$ cat config.mk
export PLATFORM = sky130hd
export DESIGN_NAME = vx_fp_divsqrt_arb
export DESIGN_NICKNAME = d
export VERILOG_FILES = /design/src/rtl/vx_fp_divsqrt_arb.sv
export SDC_FILE = /design/constraint.sdc
export NUM_CORES = 1
export LEC_CHECK = 0
export ABC_CLOCK_PERIOD_IN_PS = 3000
export CAP_MARGIN = 20
export CORE_ASPECT_RATIO = 0.6
export CORE_MARGIN = 2
export CORE_UTILIZATION = 63
export DETAILED_ROUTE_END_ITERATION = 10
export DONT_BUFFER_PORTS = 1
export PLACE_DENSITY = 0.78
export SETUP_SLACK_MARGIN = 0.5
export SLEW_MARGIN = 20
export SYNTH_ARGS = -nofsm -noshare
export SYNTH_HDL_FRONTEND = slang
export SYNTH_SLANG_ARGS = --single-unit
export TNS_END_PERCENT = 1
$ cat constraint.sdc
create_clock -name clk -period 3 [get_ports clk]
set_input_delay 0.45 -clock clk [delete_from_list [all_inputs] [get_ports clk]]
set_output_delay 0.45 -clock clk [all_outputs]
set_load 0.02 [all_outputs]
$ cat src/rtl/vx_fp_divsqrt_arb.sv
// Merges the divider (port 0) and square-root (port 1) result streams into one response
// stream through a 2-entry FIFO, with round-robin arbitration when both ports present.
module vx_fp_divsqrt_arb #(
  parameter int TAGW  = 1,
  parameter int LANES = 1
) (
  input  logic                  clk,
  input  logic                  reset,

  input  logic                  valid_in0,
  output logic                  ready_in0,
  input  logic [TAGW-1:0]       tag_in0,
  input  logic [LANES*32-1:0]   result_in0,
  input  logic                  has_fflags_in0,
  input  logic [LANES*5-1:0]    fflags_in0,

  input  logic                  valid_in1,
  output logic                  ready_in1,
  input  logic [TAGW-1:0]       tag_in1,
  input  logic [LANES*32-1:0]   result_in1,
  input  logic                  has_fflags_in1,
  input  logic [LANES*5-1:0]    fflags_in1,

  output logic                  valid_out,
  input  logic                  ready_out,
  output logic [TAGW-1:0]       tag_out,
  output logic [LANES*32-1:0]   result,
  output logic                  has_fflags,
  output logic [LANES*5-1:0]    fflags,
  output logic                  src_out
);

  localparam int DW = LANES * 32;
  localparam int FW = LANES * 5;
  localparam int EW = 1 + TAGW + DW + 1 + FW;

  logic [EW-1:0] mem_q [2];
  logic [1:0]    count_q, count_d;
  logic          wr_ptr_q, wr_ptr_d;
  logic          rd_ptr_q, rd_ptr_d;
  logic          prio_q, prio_d;

  logic          gnt0_s, gnt1_s;
  logic          push_s, pop_s;
  logic [EW-1:0] push_entry_s;
  logic [EW-1:0] head_s;

  // Grant at most one port; a full FIFO refuses pushes even if it pops this cycle.
  always_comb begin
    gnt0_s = 1'b0;
    gnt1_s = 1'b0;
    if (reset && (count_q != 2'd2)) begin
      gnt0_s = valid_in0 && (!valid_in1 || !prio_q);
      gnt1_s = valid_in1 && (!valid_in0 || prio_q);
    end else begin
      gnt0_s = 1'b0;
      gnt1_s = 1'b0;
    end
  end

  assign ready_in0 = gnt0_s;
  assign ready_in1 = gnt1_s;
  assign push_s    = gnt0_s || gnt1_s;
  assign valid_out = (count_q != 2'd0);
  assign pop_s     = valid_out && ready_out;

  // Select the payload of the granted port.
  always_comb begin
    push_entry_s = {1'b0, tag_in0, result_in0, has_fflags_in0, fflags_in0};
    if (gnt1_s) begin
      push_entry_s = {1'b1, tag_in1, result_in1, has_fflags_in1, fflags_in1};
    end else begin
      push_entry_s = {1'b0, tag_in0, result_in0, has_fflags_in0, fflags_in0};
    end
  end

  // Occupancy, pointer and round-robin next state.
  always_comb begin
    count_d  = count_q;
    wr_ptr_d = wr_ptr_q;
    rd_ptr_d = rd_ptr_q;
    prio_d   = prio_q;
    case ({push_s, pop_s})
      2'b10:   count_d = count_q + 2'd1;
      2'b01:   count_d = count_q - 2'd1;
      default: count_d = count_q;
    endcase
    if (push_s) begin
      wr_ptr_d = ~wr_ptr_q;
      prio_d   = ~gnt1_s;
    end else begin
      wr_ptr_d = wr_ptr_q;
      prio_d   = prio_q;
    end
    if (pop_s) begin
      rd_ptr_d = ~rd_ptr_q;
    end else begin
      rd_ptr_d = rd_ptr_q;
    end
  end

  // State and storage registers; reset drops any buffered entries.
  always_ff @(posedge clk) begin
    if (!reset) begin
      count_q  <= 2'd0;
      wr_ptr_q <= 1'b0;
      rd_ptr_q <= 1'b0;
      prio_q   <= 1'b0;
      mem_q[0] <= {EW{1'b0}};
      mem_q[1] <= {EW{1'b0}};
    end else begin
      count_q  <= count_d;
      wr_ptr_q <= wr_ptr_d;
      rd_ptr_q <= rd_ptr_d;
      prio_q   <= prio_d;
      if (push_s) begin
        mem_q[wr_ptr_q] <= push_entry_s;
      end
    end
  end

  assign head_s = mem_q[rd_ptr_q];

  // Present the head entry; an empty FIFO shows an all-zero payload.
  always_comb begin
    {src_out, tag_out, result, has_fflags, fflags} = {EW{1'b0}};
    if (valid_out) begin
      {src_out, tag_out, result, has_fflags, fflags} = head_s;
    end else begin
      {src_out, tag_out, result, has_fflags, fflags} = {EW{1'b0}};
    end
  end

endmodule

==> metrics.md, run 1 <==
| Metric | Value |
|---|---|
| Number of max-cap violations | 0 |
| RSZ-0062 raised after global routing | no |
| Dpl hpwl | 5.77 mm |
| Post-CTS Resized | 0 |
| Worst setup SP type | flip-flop |
| Worst min path class | in2reg |
| Asr flop ratio synth | 0% |
| Commonest non-fill, non-tap cells in the layout | edfxtp_1 (80), a21oi_1 (70), nor2_1 (45) |
| Post-route clock period utilization | 77.0% |
| Chip width | 111 um |
| Worst ir drop on vdd | 0.408 mV |
| Skew final | 0.00368 ns |
| Inst Count DP | 451 |
| Diodes inserted | 0 |
| Flop pwr share | 43.5% |
| Main flop type after synthesis | edfxtp_1 |
| Post-route cell area | 4690 um2 |
| Sw Share | 34.9% |
| Crit Path Category | reg2out |
| Initial antenna violation count | 0 |
| Logic gate share of total power | 30.2% |
| DRT Pass-1 Iters | 5 |
| CTS clk-pin slew, worst paths | 0.06 ns |
| Worst Path Max Fanout | 21 |
| Clk pwr share | 26.3% |
| # IOs | 126 |
| Final core occ | 70.3% |
| Slew @ Worst Pin | 0.748 ns |
| Worst-path cell chain | buf_12 > mux2i_1 > nor2_1 |
| Final Non-Filler Cells | 466 |
| Commonest non-fill, non-tap cell in the layout | edfxtp_1 |
| Status | finished clean |
| Sequential share of the synthesized area | 57.8% |
| Area Overhead vs Synth | 7.48% |
| Root Buffer | clkbuf_16 |
| Filler Cell Count | 483 |
| Final wirelength | 9.41 mm |
| TritonCTS Buffers | 9 |
| Total gr overflow | 0 |
| Max-slew violations | 0 |
| Hold Buf Count CTS | 0 |
| Die height | 68.5 um |
| Avg WL per Cell | 20.2 um |
| Dpl ws | 0.931 ns |
| Slowest CP cell | dfxtp_2 |
| Initial DRC count | 139 |
| Cells after synthesis | 393 |
| Gr usage total | 25.0% |
| Synth Net Count | 477 |
| H-tree depth | 3 |
| Clock sinks | 86 |
| Total power | 3.97 mW |
| Netlist cell types | 27 |
| Yosys warns | 0 |
| Fmax | 433 MHz |
| Share of cells above drive strength 1 | 9.76% |
| Core Area | 6680 um2 |
| Slew headroom | 50.2% |
| Die area | 7630 um2 |
| CTS tree | yes |
| Crit-path max cell delay | 0.77 ns |
| Routed vias/inst | 6.41 |
| First-pass GRT wire length | 14.3 mm |
| Vias in the first global route | 2819 |
| Row count | 23 |
| Final Hold Viols | 0 |
| Total negative setup slack | 0 ns |
| Minimum clock period | 2.31 ns |
| Mapped Area | 4370 um2 |
| Longest Clk Path Bufs | 2 |
| # nets final | 459 |
| Final setup viols | 0 |
| Post-route DRC | 0 |
| Placed cell areas | 4410 um2 |
| Final ANT Viol Nets | 0 |
| Post-synth EDFFs | 80 |
| Int Pwr | 2.58 mW |
| Port bufs | 0 |
| Required time worst endpoint | 2.55 ns |
| DR vias | 2986 |
| Setup crit end kind | primary output |
| Critical path buffers and inverters | 1 |
| Seq cells post-synth | 86 |
| Worst skew pair latency | 0.33 ns |
| Initial Util | 65.4% |
| Pin count of the biggest net entering global routing | 80 |
| Gpl congestion | 0.783 |
| CP arrival | 1.86 ns |
| Top cell family by delay on the critical path | flip-flops |
| Pwr dens | 846 nW/um2 |
| Leakage | 1.54 nW |
| Avg Cell Area, Syn | 11.1 um2 |
| Net Sw Power | 1.39 mW |
| Post-CTS setup buffers | 0 |
| Final hold slack | 0.281 ns |
| Fin worst setup slack | 0.690 ns |
[path summary, 6_finish.rpt]
path,startpoint,to,slack (ns),cells after the start
max,flip-flop,result[5],0.69,3
min,valid_in1,prio_q$_SDFFE_PN0N_,0.28,1
max reg2reg,count_q[0]$_SDFFE_PN0P_,mem_q[0][23]$_SDFFCE_PN0P_,0.95,4
min reg2reg,rd_ptr_q$_SDFFE_PN0P_,flip-flop,0.50,2
[routing by layer]
metal | track usage, % | part of all wire [%] | vias up
met5 | 0 | 0 | -
met4 | 8.33 | 1.2 | 0
met3 | 8.41 | 8.9 | 9
met2 | 38.9 | 46 | 128
met1 | 33.8 | 43 | 1433
li1 | - | - | 1416
[cell type report]
| cell class | instances | area [um2] | share of cell area, % |
|---|---|---|---|
| Clock buffer | 10 | 229 | 4.88 |
| Clock inverter | 5 | 51.3 | 1.09 |
| Inverter | 5 | 18.8 | 0.400 |
| Multi-Input combinational cell | 267 | 1700 | 36.3 |
| Sequential cell | 86 | 2520 | 53.8 |
| Tap cell | 87 | 109 | 2.32 |
| Timing Repair Buffer | 6 | 57.6 | 1.23 |
[state kept, by name, indices dropped and copies added (netlist names), named ones only]
signal	flops
rd_ptr_q	1
wr_ptr_q	1
count_q	2
mem_q	80
prio_q	1
[logic make-up after synthesis]
kind of cell    Yosys count  synth area share (%)
buf+inv                  40                  4.30
flops                    86                  57.8
mux                      41                  9.40
simple gates             97                  12.1
fa+ha+maj                 1                 0.287
compound gates          125                  15.5
xor+xnor                  3                 0.602
[power groups by stage]
stage          Combinational [mW]  Sequential [mW]  Clock (mW)
3_5_place_dp                 1.21             1.75           0
6_report                     1.20             1.73        1.04
4_1_cts                      1.21             1.73        1.06
2_1_floorplan                1.03             1.67           0
3_3_place_gp                 1.18             1.74           0
5_1_grt                      1.30             1.76        1.11
[cell usage after synthesis, types with 2 or more instances]
cell       number  area share, %
a21oi_1        70            8.0
a21oi_2        10            2.0
buf_1           3           0.26
buf_2          18            2.1
buf_6           2           0.52
clkbuf_1       12            1.0
dfxtp_1         6            2.8
edfxtp_1       80             55
inv_1           4           0.34
mux2i_1        41            9.4
nand2_1         6           0.52
nand3b_1       39            6.7
nor2_1         46            4.0
nor3_1          2           0.23
o2111ai_1       2           0.40
o21ai_0        25            2.9
o21ai_1        16            1.8
xor2_1          2           0.40
(Power assumes the default switching activity.)
==> run 2: changes to the inputs <==
--- a/config.mk
+++ b/config.mk
@@ -5,7 +5,7 @@
 export SDC_FILE = /design/constraint.sdc
 export NUM_CORES = 1
 export LEC_CHECK = 0
-export ABC_CLOCK_PERIOD_IN_PS = 3000
+export ABC_CLOCK_PERIOD_IN_PS = 2400
 export CAP_MARGIN = 20
 export CORE_ASPECT_RATIO = 0.6
 export CORE_MARGIN = 2
==> constraint.sdc (replaced) <==
create_clock -name clk -period 2.4 [get_ports clk]
set_input_delay 0.36 -clock clk [delete_from_list [all_inputs] [get_ports clk]]
set_output_delay 0.36 -clock clk [all_outputs]
set_load 0.02 [all_outputs]
==> metrics.md, run 2 (synthesis results as in run 1) <==
| Metric | Value |
|---|---|
| Status | finished clean |
| Slew headroom | 41.7% (-8.4 points) |
| CTS clk-pin slew, worst paths | 0.05 ns (about the same) |
| TritonCTS Buffers | 9 (unchanged) |
| Commonest non-fill, non-tap cells in the layout | edfxtp_1 (80), a21oi_1 (70), mux2i_1 (41) |
| Fmax | 533 MHz |
| Worst setup SP type | flip-flop |
| Hold Buf Count CTS | 0 (unchanged) |
| Top Registers | mem_q: 80 flops, count_q: 2 flops |
| Crit-path max cell delay | 0.45 ns (-0.32 ns) |
| Die area | 7630 um2 (unchanged) |
| Setup crit end kind | primary output |
| Final Hold Viols | 0 (unchanged) |
| Avg WL per Cell | 21.8 um (+8.0%) |
| Gr usage total | 27.3% (+2.3 points) |
| Worst ir drop on vdd | 0.539 mV (+32%) |
| Crit Path Category | reg2out |
| Diodes inserted | 0 (unchanged) |
| # IOs | 126 (unchanged) |
| Minimum clock period | 1.88 ns |
| Worst skew pair latency | 0.33 ns (about the same) |
| Initial Util | 65.4% (unchanged) |
| Dpl hpwl | 6.15 mm (+6.6%) |
| Pwr dens | 1080 nW/um2 (+28%) |
| Post-route cell area | 4770 um2 (+1.7%) |
| Commonest non-fill, non-tap cell in the layout | edfxtp_1 |
| Area Overhead vs Synth | 9.29% |
| Initial DRC count | 266 (+91%) |
| Root Buffer | clkbuf_16 |
| Post-route clock period utilization | 78.1% |
| Number of max-cap violations | 0 (unchanged) |
| # nets final | 464 (+1.1%) |
| Total negative setup slack | 0 ns (unchanged) |
| DR vias | 3054 (+2.3%) |
| Die height | 68.5 um (unchanged) |
| Dpl ws | 0.598 ns (-0.332 ns) |
| Slowest CP cell | dfxtp_1 |
| Slew @ Worst Pin | 0.874 ns (+0.127 ns) |
| Row count | 23 (unchanged) |
| CP arrival | 1.52 ns (-0.34 ns) |
| Gpl congestion | 0.862 (+10%) |
| Skew final | 0.0101 ns (+0.00639 ns) |
| Post-route DRC | 0 (unchanged) |
| Leakage | 1.57 nW (+2.3%) |
| Longest Clk Path Bufs | 2 (unchanged) |
| Vias in the first global route | 2981 (+5.7%) |
| Core Area | 6680 um2 (unchanged) |
| Worst min path class | in2reg |
| Filler Cell Count | 491 (+1.7%) |
| Final wirelength | 10.3 mm (+9.1%) |
| Initial antenna violation count | 0 (unchanged) |
| Clock sinks | 86 (unchanged) |
| Routed vias/inst | 6.48 (+1.2%) |
| H-tree depth | 3 (unchanged) |
| Chip width | 111 um (unchanged) |
| Max reg flops | 80 (unchanged) |
| RSZ-0062 raised after global routing | yes |
| Port bufs | 0 (unchanged) |
| Required time worst endpoint | 2.04 ns (-0.51 ns) |
| Final setup viols | 0 (unchanged) |
| First-pass GRT wire length | 15.6 mm (+8.8%) |
| Worst-path cell chain | nand2b_2 > nand2_1 > nor2_2 |
| Top reg by flops | mem_q |
| Pin count of the biggest net entering global routing | 54 (-33%) |
| Placed cell areas | 4440 um2 (+0.68%) |
| Post-CTS setup buffers | 0 (unchanged) |
| CTS tree | yes |
| Total gr overflow | 0 (unchanged) |
| DRT Pass-1 Iters | 4 (-1) |
| Share of cells above drive strength 1 | 12.2% (+2.5 points) |
| Final ANT Viol Nets | 0 (unchanged) |
| Fin worst setup slack | 0.525 ns (-0.165 ns) |
| Max-slew violations | 0 (unchanged) |
| Worst Path Max Fanout | 6 (-71%) |
==> run 2: cell count changes in the layout (fill, tap and decap cells not counted), sizes merged <==
cell      delta
and2b        +1
clkinv       -3
bufinv       +1
clkbuf       +1
buf          +4
clkinvlp     +1
==> run 2: report_power, final <==
group          switching [mW]  leakage [nW]  internal, mW  total [mW]
clock                   0.526         0.146         0.904        1.43
sequential              0.107         0.893          1.99        2.10
combinational            1.16         0.535         0.485        1.64
total                    1.79          1.57          3.38        5.17
==> run 2: routing by layer <==
metal	vias to the layer above	wire length, um	share of wire (%)	GRT usage (%)
met5	-	0	0	0
met4	0	107	1.0	10.3
met3	8	1160	11	8.95
met2	166	4970	48	43.4
met1	1448	4040	39	35.8
li1	1432	-	-	-
==> run 2: final timing paths <==
path / startpoint / end / slack (ns) / cells past startpoint
worst min-delay path: valid_in1 / prio_q$_SDFFE_PN0N_ / 0.20 / 1
worst min register to register: rd_ptr_q$_SDFFE_PN0P_ / flip-flop / 0.51 / 2
worst max-delay path: count_q[0]$_SDFFE_PN0P_ / ready_in0 / 0.52 / 3
worst max register to register: count_q[0]$_SDFFE_PN0P_ / count_q[1]$_SDFFE_PN0P_ / 0.56 / 5
==> run 2: worst max-delay path, delay by kind of cell, from the launching register on <==
| kind | cells | cell delay (ns) |
|---|---|---|
| simple gates | 3 | 0.73 |
| flops | 1 | 0.45 |
==> run 2: what timing repair did <==
| item | CTS | global route |
|---|---|---|
| endpoints found under the setup margin | 25 | 49 |
| resized for setup | 2 | 4 |
| pin swaps | 0 | 0 |
| gates cloned | 0 | 1 |
==> run 2: stage by stage <==
step / hold slack (ns) / cells / utilization (%) / power [mW]
after floorplan: 0.462 / 393 / - / 3.38
after global placement: 0.486 / 455 / 66.5 / 3.69
after detailed placement: 0.494 / 455 / 66.5 / 3.74
after CTS: 0.167 / 470 / 71.2 / 5.18
after global routing: 0.163 / 471 / 71.5 / 5.41
final: 0.196 / 471 / 71.5 / 5.17
==> run 2: layout make-up <==
cell class | count | area (um2) | share of cell area, %
clock buffer | 11 | 233 | 4.88
sequential | 86 | 2520 | 52.9
clock inverter | 4 | 72.6 | 1.52
multi-input combinational | 268 | 1720 | 36.1
tap | 87 | 109 | 2.28
timing repair buffer | 10 | 91.3 | 1.91
inverter | 5 | 18.8 | 0.393
